[config.mk]
export PLATFORM = sky130hd
export DESIGN_NAME = ex_muldiv
export DESIGN_NICKNAME = d
export VERILOG_FILES = /design/src/rtl/muldiv_pkg.sv /design/src/rtl/ex_div_step.sv /design/src/rtl/ex_muldiv.sv
export SDC_FILE = /design/constraint.sdc
export NUM_CORES = 1
export LEC_CHECK = 0
export BUFFER_PORTS_ARGS = -buffer_cell sky130_fd_sc_hd__buf_2
export CORE_ASPECT_RATIO = 1.5
export CORE_UTILIZATION = 65
export CTS_CLUSTER_DIAMETER = 120
export DETAILED_ROUTE_END_ITERATION = 7
export GPL_ROUTABILITY_DRIVEN = 1
export PLACE_DENSITY_LB_ADDON = 0.2
export SLEW_MARGIN = 20
export SYNTH_ARGS = -nofsm -noshare
export SYNTH_HDL_FRONTEND = slang
export SYNTH_SLANG_ARGS = --single-unit
[constraint.sdc]
create_clock -name clk -period 7.7 [get_ports clk]
set_input_delay 2.31 -clock clk [delete_from_list [all_inputs] [get_ports clk]]
set_output_delay 2.31 -clock clk [all_outputs]
set_load 0.02 [all_outputs]
[src/rtl/muldiv_pkg.sv]
// Shared encodings for the iterative RV32M multiply/divide unit:
// FSM states, func3 op codes and the instruction fields that select M-ops.
package muldiv_pkg;

  typedef enum logic [1:0] {
    IDLE = 2'd0,
    MUL  = 2'd1,
    DIV  = 2'd2,
    DONE = 2'd3
  } state_t;

  localparam logic [2:0] F3_MUL    = 3'd0;
  localparam logic [2:0] F3_MULH   = 3'd1;
  localparam logic [2:0] F3_MULHSU = 3'd2;
  localparam logic [2:0] F3_MULHU  = 3'd3;
  localparam logic [2:0] F3_DIV    = 3'd4;
  localparam logic [2:0] F3_DIVU   = 3'd5;
  localparam logic [2:0] F3_REM    = 3'd6;
  localparam logic [2:0] F3_REMU   = 3'd7;

  localparam logic [6:0] OPCODE_OP     = 7'b0110011;
  localparam logic [6:0] FUNCT7_MULDIV = 7'b0000001;

endpackage

[src/rtl/ex_div_step.sv]
// One restoring-division step: shift the next dividend bit into the partial
// remainder, trial-subtract the divisor, keep or restore. Purely combinational.
module ex_div_step #(
  parameter int W = 32
) (
  input  logic [W-1:0] rem_in,
  input  logic [W-1:0] quo_in,
  input  logic [W-1:0] divisor,
  output logic [W-1:0] rem_out,
  output logic [W-1:0] quo_out
);

  logic [W:0] trial;
  logic [W:0] diff;

  // Partial remainder stays below the divisor, so bit W of diff is a clean borrow.
  assign trial   = {rem_in, quo_in[W-1]};
  assign diff    = trial - {1'b0, divisor};
  assign rem_out = diff[W] ? trial[W-1:0] : diff[W-1:0];
  assign quo_out = {quo_in[W-2:0], ~diff[W]};

endmodule

[src/rtl/ex_muldiv.sv]
// Iterative RV32M execute unit: radix-2 shift-add multiply / restoring divide
// on operand magnitudes, fixed 33-cycle start-to-done latency, pipeline stall.
module ex_muldiv
  import muldiv_pkg::*;
#(
  parameter int XLEN = 32,
  parameter int ITER = 32
) (
  input  logic            clk,
  input  logic            rst,
  input  logic            start,
  input  logic [2:0]      func3,
  input  logic [XLEN-1:0] Read1,
  input  logic [XLEN-1:0] Read2,
  input  logic [4:0]      rd,
  input  logic            flush,
  output logic            stall,
  output logic            done,
  output logic [XLEN-1:0] result,
  output logic [4:0]      rd_out
);

  localparam int CW = $clog2(ITER + 1);

  state_t              state_q, state_d;
  logic [CW-1:0]       cnt_q;
  logic [2:0]          op_q;
  logic [4:0]          rd_q;
  logic [2*XLEN-1:0]   p_q;
  logic [XLEN-1:0]     cand_q;
  logic [XLEN-1:0]     src1_q;
  logic                neg_q;
  logic                zero_q;
  logic [XLEN-1:0]     result_q;
  logic [4:0]          rd_out_q;

  logic                load, step, finish;
  logic                sgn1, sgn2, a_neg, b_neg, neg_d;
  logic [XLEN-1:0]     a_mag, b_mag;
  logic [XLEN:0]       mul_sum;
  logic [2*XLEN-1:0]   mul_next, p_step, prod;
  logic [XLEN-1:0]     div_rem, div_quo, div_val, res_d;

  ex_div_step #(.W(XLEN)) u_div_step (
    .rem_in  (p_q[2*XLEN-1:XLEN]),
    .quo_in  (p_q[XLEN-1:0]),
    .divisor (cand_q),
    .rem_out (div_rem),
    .quo_out (div_quo)
  );

  // Multiplier sits in the low half and shifts out as the product shifts in.
  assign mul_sum  = {1'b0, p_q[2*XLEN-1:XLEN]} + (p_q[0] ? {1'b0, cand_q} : '0);
  assign mul_next = {mul_sum, p_q[XLEN-1:1]};
  assign p_step   = (state_q == MUL) ? mul_next : {div_rem, div_quo};

  always_comb begin
    state_d = state_q;
    load    = 1'b0;
    step    = 1'b0;
    finish  = 1'b0;
    if (flush) begin
      state_d = IDLE;
    end else begin
      case (state_q)
        IDLE: if (start) begin
          load    = 1'b1;
          state_d = func3[2] ? DIV : MUL;
        end
        MUL, DIV: begin
          step = 1'b1;
          if (cnt_q == CW'(ITER - 1)) begin
            finish  = 1'b1;
            state_d = DONE;
          end
        end
        default: state_d = IDLE;
      endcase
    end
  end

  always_comb begin
    if (func3[2]) begin
      sgn1 = ~func3[0];
      sgn2 = ~func3[0];
    end else begin
      sgn1 = (func3 == F3_MULH) | (func3 == F3_MULHSU);
      sgn2 = (func3 == F3_MULH);
    end
    a_neg = sgn1 & Read1[XLEN-1];
    b_neg = sgn2 & Read2[XLEN-1];
    a_mag = a_neg ? -Read1 : Read1;
    b_mag = b_neg ? -Read2 : Read2;
    // Remainder takes the dividend's sign; everything else the XOR of both.
    neg_d = (func3[2] & func3[1]) ? a_neg : (a_neg ^ b_neg);
  end

  always_comb begin
    prod    = neg_q ? -p_step : p_step;
    div_val = op_q[1] ? p_step[2*XLEN-1:XLEN] : p_step[XLEN-1:0];
    div_val = neg_q ? -div_val : div_val;
    res_d   = '0;
    if (!op_q[2]) begin
      res_d = (op_q == F3_MUL) ? prod[XLEN-1:0] : prod[2*XLEN-1:XLEN];
    end else if (zero_q) begin
      res_d = op_q[1] ? src1_q : '1;
    end else begin
      res_d = div_val;
    end
  end

  always_ff @(posedge clk or negedge rst) begin
    if (!rst) begin
      state_q <= IDLE;
    end else begin
      state_q <= state_d;
    end
  end

  always_ff @(posedge clk or negedge rst) begin
    if (!rst) begin
      cnt_q    <= '0;
      op_q     <= '0;
      rd_q     <= '0;
      p_q      <= '0;
      cand_q   <= '0;
      src1_q   <= '0;
      neg_q    <= 1'b0;
      zero_q   <= 1'b0;
      result_q <= '0;
      rd_out_q <= '0;
    end else if (load) begin
      cnt_q  <= '0;
      op_q   <= func3;
      rd_q   <= rd;
      p_q    <= {{XLEN{1'b0}}, (func3[2] ? a_mag : b_mag)};
      cand_q <= func3[2] ? b_mag : a_mag;
      src1_q <= Read1;
      neg_q  <= neg_d;
      zero_q <= (Read2 == '0);
    end else if (step) begin
      cnt_q <= cnt_q + 1'b1;
      p_q   <= p_step;
      if (finish) begin
        result_q <= res_d;
        rd_out_q <= rd_q;
      end
    end
  end

  assign stall  = rst & (((state_q == IDLE) & start & ~flush) |
                         (state_q == MUL) | (state_q == DIV));
  assign done   = (state_q == DONE);
  assign result = result_q;
  assign rd_out = rd_out_q;

endmodule

### Yosys cells after proc, flatten, opt, wreduce, memory -nomap -nowiden

Index checks and enable logic that the tools add are counted.

* $add $sub $neg: 7
* equality and inequality tests: 8
* muxes and demuxes: 34
* bitwise logic cells: 14
* reduce and logical (&&, ||, !) cells: 7

Operators with widths (number)
* two-way mux 32 bit: 12
* two-way mux 64 bit: 4
* negator 32 bit: 3
* negator 64 bit: 1
* adder 32 x 32 -> 33 bit: 1
* subtractor 33 x 32 -> 33 bit: 1
* zero test 32 bit: 1
* two-way mux 6 bit: 2
* two-way mux 1 bit: 11
* two-way mux 2 bit: 4
* adder 6 x 1 -> 6 bit, second input constant: 1
* AND 1 bit: 6
* == test 6 x 5 -> 1 bit, second input constant: 1
* != test 3 bit, second input constant: 2
* == test 2 bit, second input constant: 2
* NOT 1 bit: 4
* case mux 2 bit (2 select lines): 1
* == test 3 x 1 -> 1 bit, second input constant: 1
* == test 3 x 2 -> 1 bit, second input constant: 1
* zero test 3 bit: 1
* OR 1 bit: 3
* AND reduction 3 bit: 1
* == test 2 x 1 -> 1 bit, second input constant: 1
* zero test 2 bit: 1
* other kinds (4): 4

* register bits: 183
* input port bits: 76

### Longest topological paths before layout

* depth after elaboration: 8
* mapped depth: 25
* gate-level depth less buffers: 23

### By module

A second synthesis with hierarchy kept.

* cell total of the unflattened synthesis: 2546
* area, all modules: 19273.5 sq um

By module, submodules not included
* ex_muldiv: times used 1, cells each 2210, area each 16682.2 sq um
* ex_div_step: times used 1, cells each 336, area each 2591.2 sq um

### Least setup slack after synthesis

Ideal clock, no wire load.

* kind: reg-to-output
* start point: reg state_q[1]
* end point: out stall
* arrival: 3.366 ns
* path slack: 2.024 ns
* cell stages (with the launch flop): 13
* cells stage by stage: dfrtp_1 > inv_1 > ha_1 > buf_2 > buf_1 > buf_2 > buf_2 > buf_1 > buf_2 > clkbuf_1 > buf_1 > clkbuf_1 > o31a_1

* word-level cells in the longest chain between the ends: 6
* elaborated cells on any way between the ends: 8

Ends and longest elaborated chain
* from (decl): RTL line ex_muldiv.sv:25 `state_t state_q, state_d;`
* from (signal assigned): RTL line ex_muldiv.sv:116 `state_q <= state_d;`
* zero test 2 bit: RTL line ex_muldiv.sv:151 `assign stall = rst & (((state_q == IDLE) & start & ~flush) |`
* AND 1 bit (2 in series): RTL line ex_muldiv.sv:151
* OR 1 bit: RTL line ex_muldiv.sv:151
* OR 1 bit (*): RTL line ex_muldiv.sv:152 `(state_q == MUL) | (state_q == DIV));`
* AND 1 bit (*): RTL line ex_muldiv.sv:151
* to (decl): RTL line ex_muldiv.sv:17 `output logic stall,`

Mark *: on every way between the ends. The rest lies on a longest branch, timed or not.

### Worst setup path after layout

* start point: reg p_q[31]
* end point: reg result_q[28], in the netlist result[28]

* word-level cells in the longest chain between the ends: 8
* elaborated cells on any way between the ends: 12

Ends and longest elaborated chain
* from (decl): RTL line ex_muldiv.sv:29 `logic [2*XLEN-1:0] p_q;`
* from (signal assigned): RTL line ex_muldiv.sv:136 `p_q <= {{XLEN{1'b0}}, (func3[2] ? a_mag : b_mag)};`
* from (signal assigned): RTL line ex_muldiv.sv:143 `p_q <= p_step;`
* subtractor 33 x 32 -> 33 bit: RTL line ex_div_step.sv:18 `assign diff = trial - {1'b0, divisor};`
* two-way mux 32 bit / NOT 1 bit (equally long branches): RTL line ex_div_step.sv:19, ex_div_step.sv:20
* two-way mux 64 bit (*): RTL line ex_muldiv.sv:55 `assign p_step = (state_q == MUL) ? mul_next : {div_rem, div_quo};`
* two-way mux 32 bit: RTL line ex_muldiv.sv:100 `div_val = op_q[1] ? p_step[2*XLEN-1:XLEN] : p_step[XLEN-1:0];`
* negator 32 bit: RTL line ex_muldiv.sv:101 `div_val = neg_q ? -div_val : div_val;`
* two-way mux 32 bit: RTL line ex_muldiv.sv:101
* two-way mux 32 bit: RTL line ex_muldiv.sv:105 `end else if (zero_q) begin`
* two-way mux 32 bit (*): RTL line ex_muldiv.sv:103 `if (!op_q[2]) begin`
* to (signal assigned): RTL line ex_muldiv.sv:145 `result_q <= res_d;`
* to (decl): RTL line ex_muldiv.sv:34 `logic [XLEN-1:0] result_q;`

Marked as above.
A chain may end at the register's enable or synchronous reset.

==> summary.txt <==
======================================================================================================
Combinational family with the most area after synthesis                                   compound AO/OA/AOI/OAI gates
Async SR Flop Fraction                                                                            1.00
R2r startpoint                                                                                 p_q[31]
Final worst-path cycle share                                                                     0.857
Shortest period the worst path allows                                                          6.60 ns
Capturing element type of the critical path                                                  flip-flop
Final std cells w/o fill                                                                          2985
Avg Synthesized Cell Area                                                                    7.31 um^2
Number of slew-limit violations in the final report                                                  0
Share of the synthesized area in the top cell type                                               0.242
Fraction of layout cells with a size suffix above 1                                             0.0979
Post-layout nets                                                                                  2732
Die extent in y                                                                                 211 um
Cell total after placement                                                                        2952
Worst flop-to-flop path endpoint                                                            result[28]
Worst setup path class                                                                    flip-flop to flip-flop
First drt pass iteration count                                                                       8
Fill cell instance count of the final layout                                                      2376
Wire length of the first global-routing pass                                                    111 mm
Arrival time at the worst endpoint                                                             7.00 ns
Register bit total from synthesis                                                                  183
Pin count of the biggest net entering global routing                                               153
Area of the multi-input gates                                                              0.0134 mm^2
Setup crit start kind                                                                        flip-flop
Synthesized net count                                                                             2738
Worst Tran Pin Value                                                                           1.10 ns
Layout Skew                                                                                  0.0217 ns
GRT Overall Usage                                                                                0.489
Dominant synthesized flop cell                                                                 dfrtp_1
Unrepaired setup endpoints after global routing                                                  false
Per-cell routed wire length                                                                    24.2 um
Start point of the critical path                                                               p_q[31]
Hold path start                                                                             result[26]
Register share of total power                                                                    0.153
Drt first-iter violations                                                                         2783
Power share of the combinational group                                                           0.754
PostCTS Resize Cnt                                                                                   0
Final ANT Viol Nets                                                                                  0
Power density over cell area                                                               551 mW/mm^2
Post-detailed-route DRC marker count                                                                 2
Cell depth of the worst flop-to-flop path                                                           23
Count of distinct cell types in the synthesized netlist                                            104
Row Count                                                                                           76
Number of post-CTS setup repair buffers                                                              0
Synthesized-area fraction occupied by xor and xnor cells                                        0.0769
FF+latch area                                                                             0.00458 mm^2
Number of sinks handled by clock tree synthesis                                                    183
Net Switching                                                                                  6.48 mW
Top area cells in the synthesized netlist                                                 dfrtp_1 (24%), nand2_1 (9.0%), a21oi_1 (5.6%), o21ai_0 (5.4%), ha_1 (4.8%)
DIE WIDTH                                                                                       141 um
Utilization after layout                                                                         0.707
TritonCTS clock tree                                                                               yes
Outcome                                                                                   complete, but fails checks
Clock transition at the register clock pins on the worst setup and hold paths after CTS        0.08 ns
Slew margin rel.                                                                                 0.259
Internal cell power                                                                            4.66 mW
Setup TNS                                                                                         0 ns
Reported max-cap violation count                                                                     0
Cell depth of the worst hold path                                                                    2
Effective utilization at floorplan                                                               0.660
Cell with the most instances after synthesis                                                   nand2_1
Routability-driven placement congestion ratio                                                     1.03
Data required, critical path                                                                   8.10 ns
F_max                                                                                          152 MHz
Switching Share                                                                                  0.581
Half-perimeter wire length after placement                                                     53.5 mm
Number of antenna violations at the first check in global routing                                    1
Total CTS buffers                                                                                   17
Hold Buf Count CTS                                                                                   0
Area of the mapped netlist                                                                 0.0189 mm^2
Number of setup violations in the final report                                                       0
Vias per cell                                                                                     7.03
Pleak                                                                                          8.64 nW
Worst-case vdd ir drop                                                                        0.346 mV
Maximum level of the CTS H-tree                                                                      4
Post-synth EDFFs                                                                                     0
Total wirelength of the detailed-routed design                                                 72.2 mm
Num ports                                                                                          115
Complex-gate fraction of the synthesized area                                                    0.286
Number of instances in the synthesized netlist                                                    2587
Most instantiated cells after synthesis                                                   nand2_1 (454), nor2_1 (223), a21oi_1 (213), o21ai_0 (203), dfrtp_1 (183)
Failing checks                                                                            design-rule violations
Number of global-route vias before repair                                                        20000
Overall Power                                                                                  11.1 mW
Core Region                                                                                0.0286 mm^2
CTS root buf                                                                                 clkbuf_16
Die footprint                                                                              0.0298 mm^2
Number of vias in the routed layout                                                              21000
R2R Setup Slk                                                                                  1.10 ns
Hold Crit Class                                                                           flip-flop to flip-flop
Clock Power Share                                                                                0.094
Number of port buffers                                                                             114
Max Fanout on Critical Path                                                                         16
Insertion delay to the later sink of the worst-skew pair                                       0.48 ns
Synth warnings                                                                                       0
Share of synthesized cell area in full adder, half adder and majority cells                     0.0504
End point of the worst hold path                                                            result[26]
Post-Synth Simple-Gate Area                                                                      0.253
Mux share of post-synthesis cell area                                                           0.0420
Sequential area share after synthesis                                                            0.242
Remaining global-route overflow                                                                      0
P&R area growth vs syn                                                                           7.08%
Count of endpoints failing hold in the final timing report                                           0
Buffer depth of the longest clock path                                                               2
Synth area leader                                                                              dfrtp_1
======================================================================================================
metal layers:
metal | wire [um] | vias to the layer above | track usage
li1 | - | 9358 | -
met1 | 26000 | 9782 | 0.581
met2 | 32000 | 1475 | 0.762
met3 | 8340 | 363 | 0.126
met4 | 5840 | 0 | 0.360
met5 | 0 | - | 0
cell usage in the layout (no fill, tap or decap), drive strengths merged, types with 19 or more instances in the layout:
cell type,synthesis,final
nand4,27,27
nor3,63,63
o211ai,61,61
dfrtp,183,183
a31oi,36,36
nand3,59,59
o31ai,39,39
o221ai,25,25
or3,23,23
a211oi,34,34
inv,68,76
xnor2,87,87
and2,47,47
nand2b,24,24
xor2,79,79
nand2,456,456
buf,47,143
o21ai,217,217
nor2,225,225
mux2i,59,59
nor4,28,28
clkbuf,122,19
a21oi,218,218
ha,73,73
a21o,36,36
worst max-delay path: stages, from the launching register on:
cell       delay (ns)
dfrtp_1          0.40
inv_1            0.08
ha_1             0.23
fa_1             0.41
and2b_1          0.25
o2111ai_2        0.17
a211o_1          0.45
a31o_4           0.31
a21oi_4          0.42
nor3_1           0.09
buf_4            0.21
a21oi_1          0.23
ha_1             0.23
o21ai_0          0.22
nor3_1           0.44
nand4_1          0.24
nor4b_2          0.48
nand3b_1         0.25
nor2_1           0.31
nand2_1          0.19
nor4_1           0.45
mux2i_1          0.24
o21ai_0          0.09
nor2_1           0.12
cells by family (layout without fill, tap and decap cells):
group           Yosys count  in the layout
flops                   183            183
buf+inv                 239            246
xor+xnor                166            166
other cells               0              1
compound gates          819            819
mux                      74             74
fa+ha+maj                75             75
simple gates           1031           1031
sequential cells by signal (all words and copies together) (netlist names):
signal   flops
zero_q       1
cand_q      32
rd_q         5
cnt_q        6
neg_q        1
state_q      2
rd_out       5
op_q         3
src1_q      32
result      32
p_q         64
stage by stage:
| stage | setup slack, ns | instance area [um^2] | hold slack (ns) |
|---|---|---|---|
| 3_3_place_gp | 1.49 | 19600 | 0.450 |
| 4_1_cts | 1.23 | 20200 | 0.478 |
| 2_1_floorplan | 2.02 | 18900 | 0.439 |
| 5_1_grt | 0.714 | 20200 | 0.499 |
| 3_5_place_dp | 1.27 | 19600 | 0.458 |
| 6_report | 1.10 | 20200 | 0.474 |
cell type report:
class	count	area share
multi-input combinational	2165	0.663
sequential	183	0.226
timing repair buffer	144	0.0405
tap	390	0.0241
clock buffer	18	0.0217
inverter	70	0.0130
clock inverter	14	0.0114
antenna	1	0.000124
how the worst max path moves through the flow:
stage / to
2_1_floorplan: stall
3_3_place_gp: result[28]
3_5_place_dp: result[28]
4_1_cts: result[28]
5_1_grt: result[30]
6_report: result[28]
power groups by stage:
stage	combinational, mW	clock (mW)	sequential [mW]
5_1_grt	8.94	1.07	1.73
2_1_floorplan	5.90	0	1.51
6_report	8.40	1.04	1.70
3_5_place_dp	7.94	0	1.68
3_3_place_gp	7.84	0	1.66
4_1_cts	8.03	1.03	1.67
No activity file was read; power rests on OpenSTA's default activity.
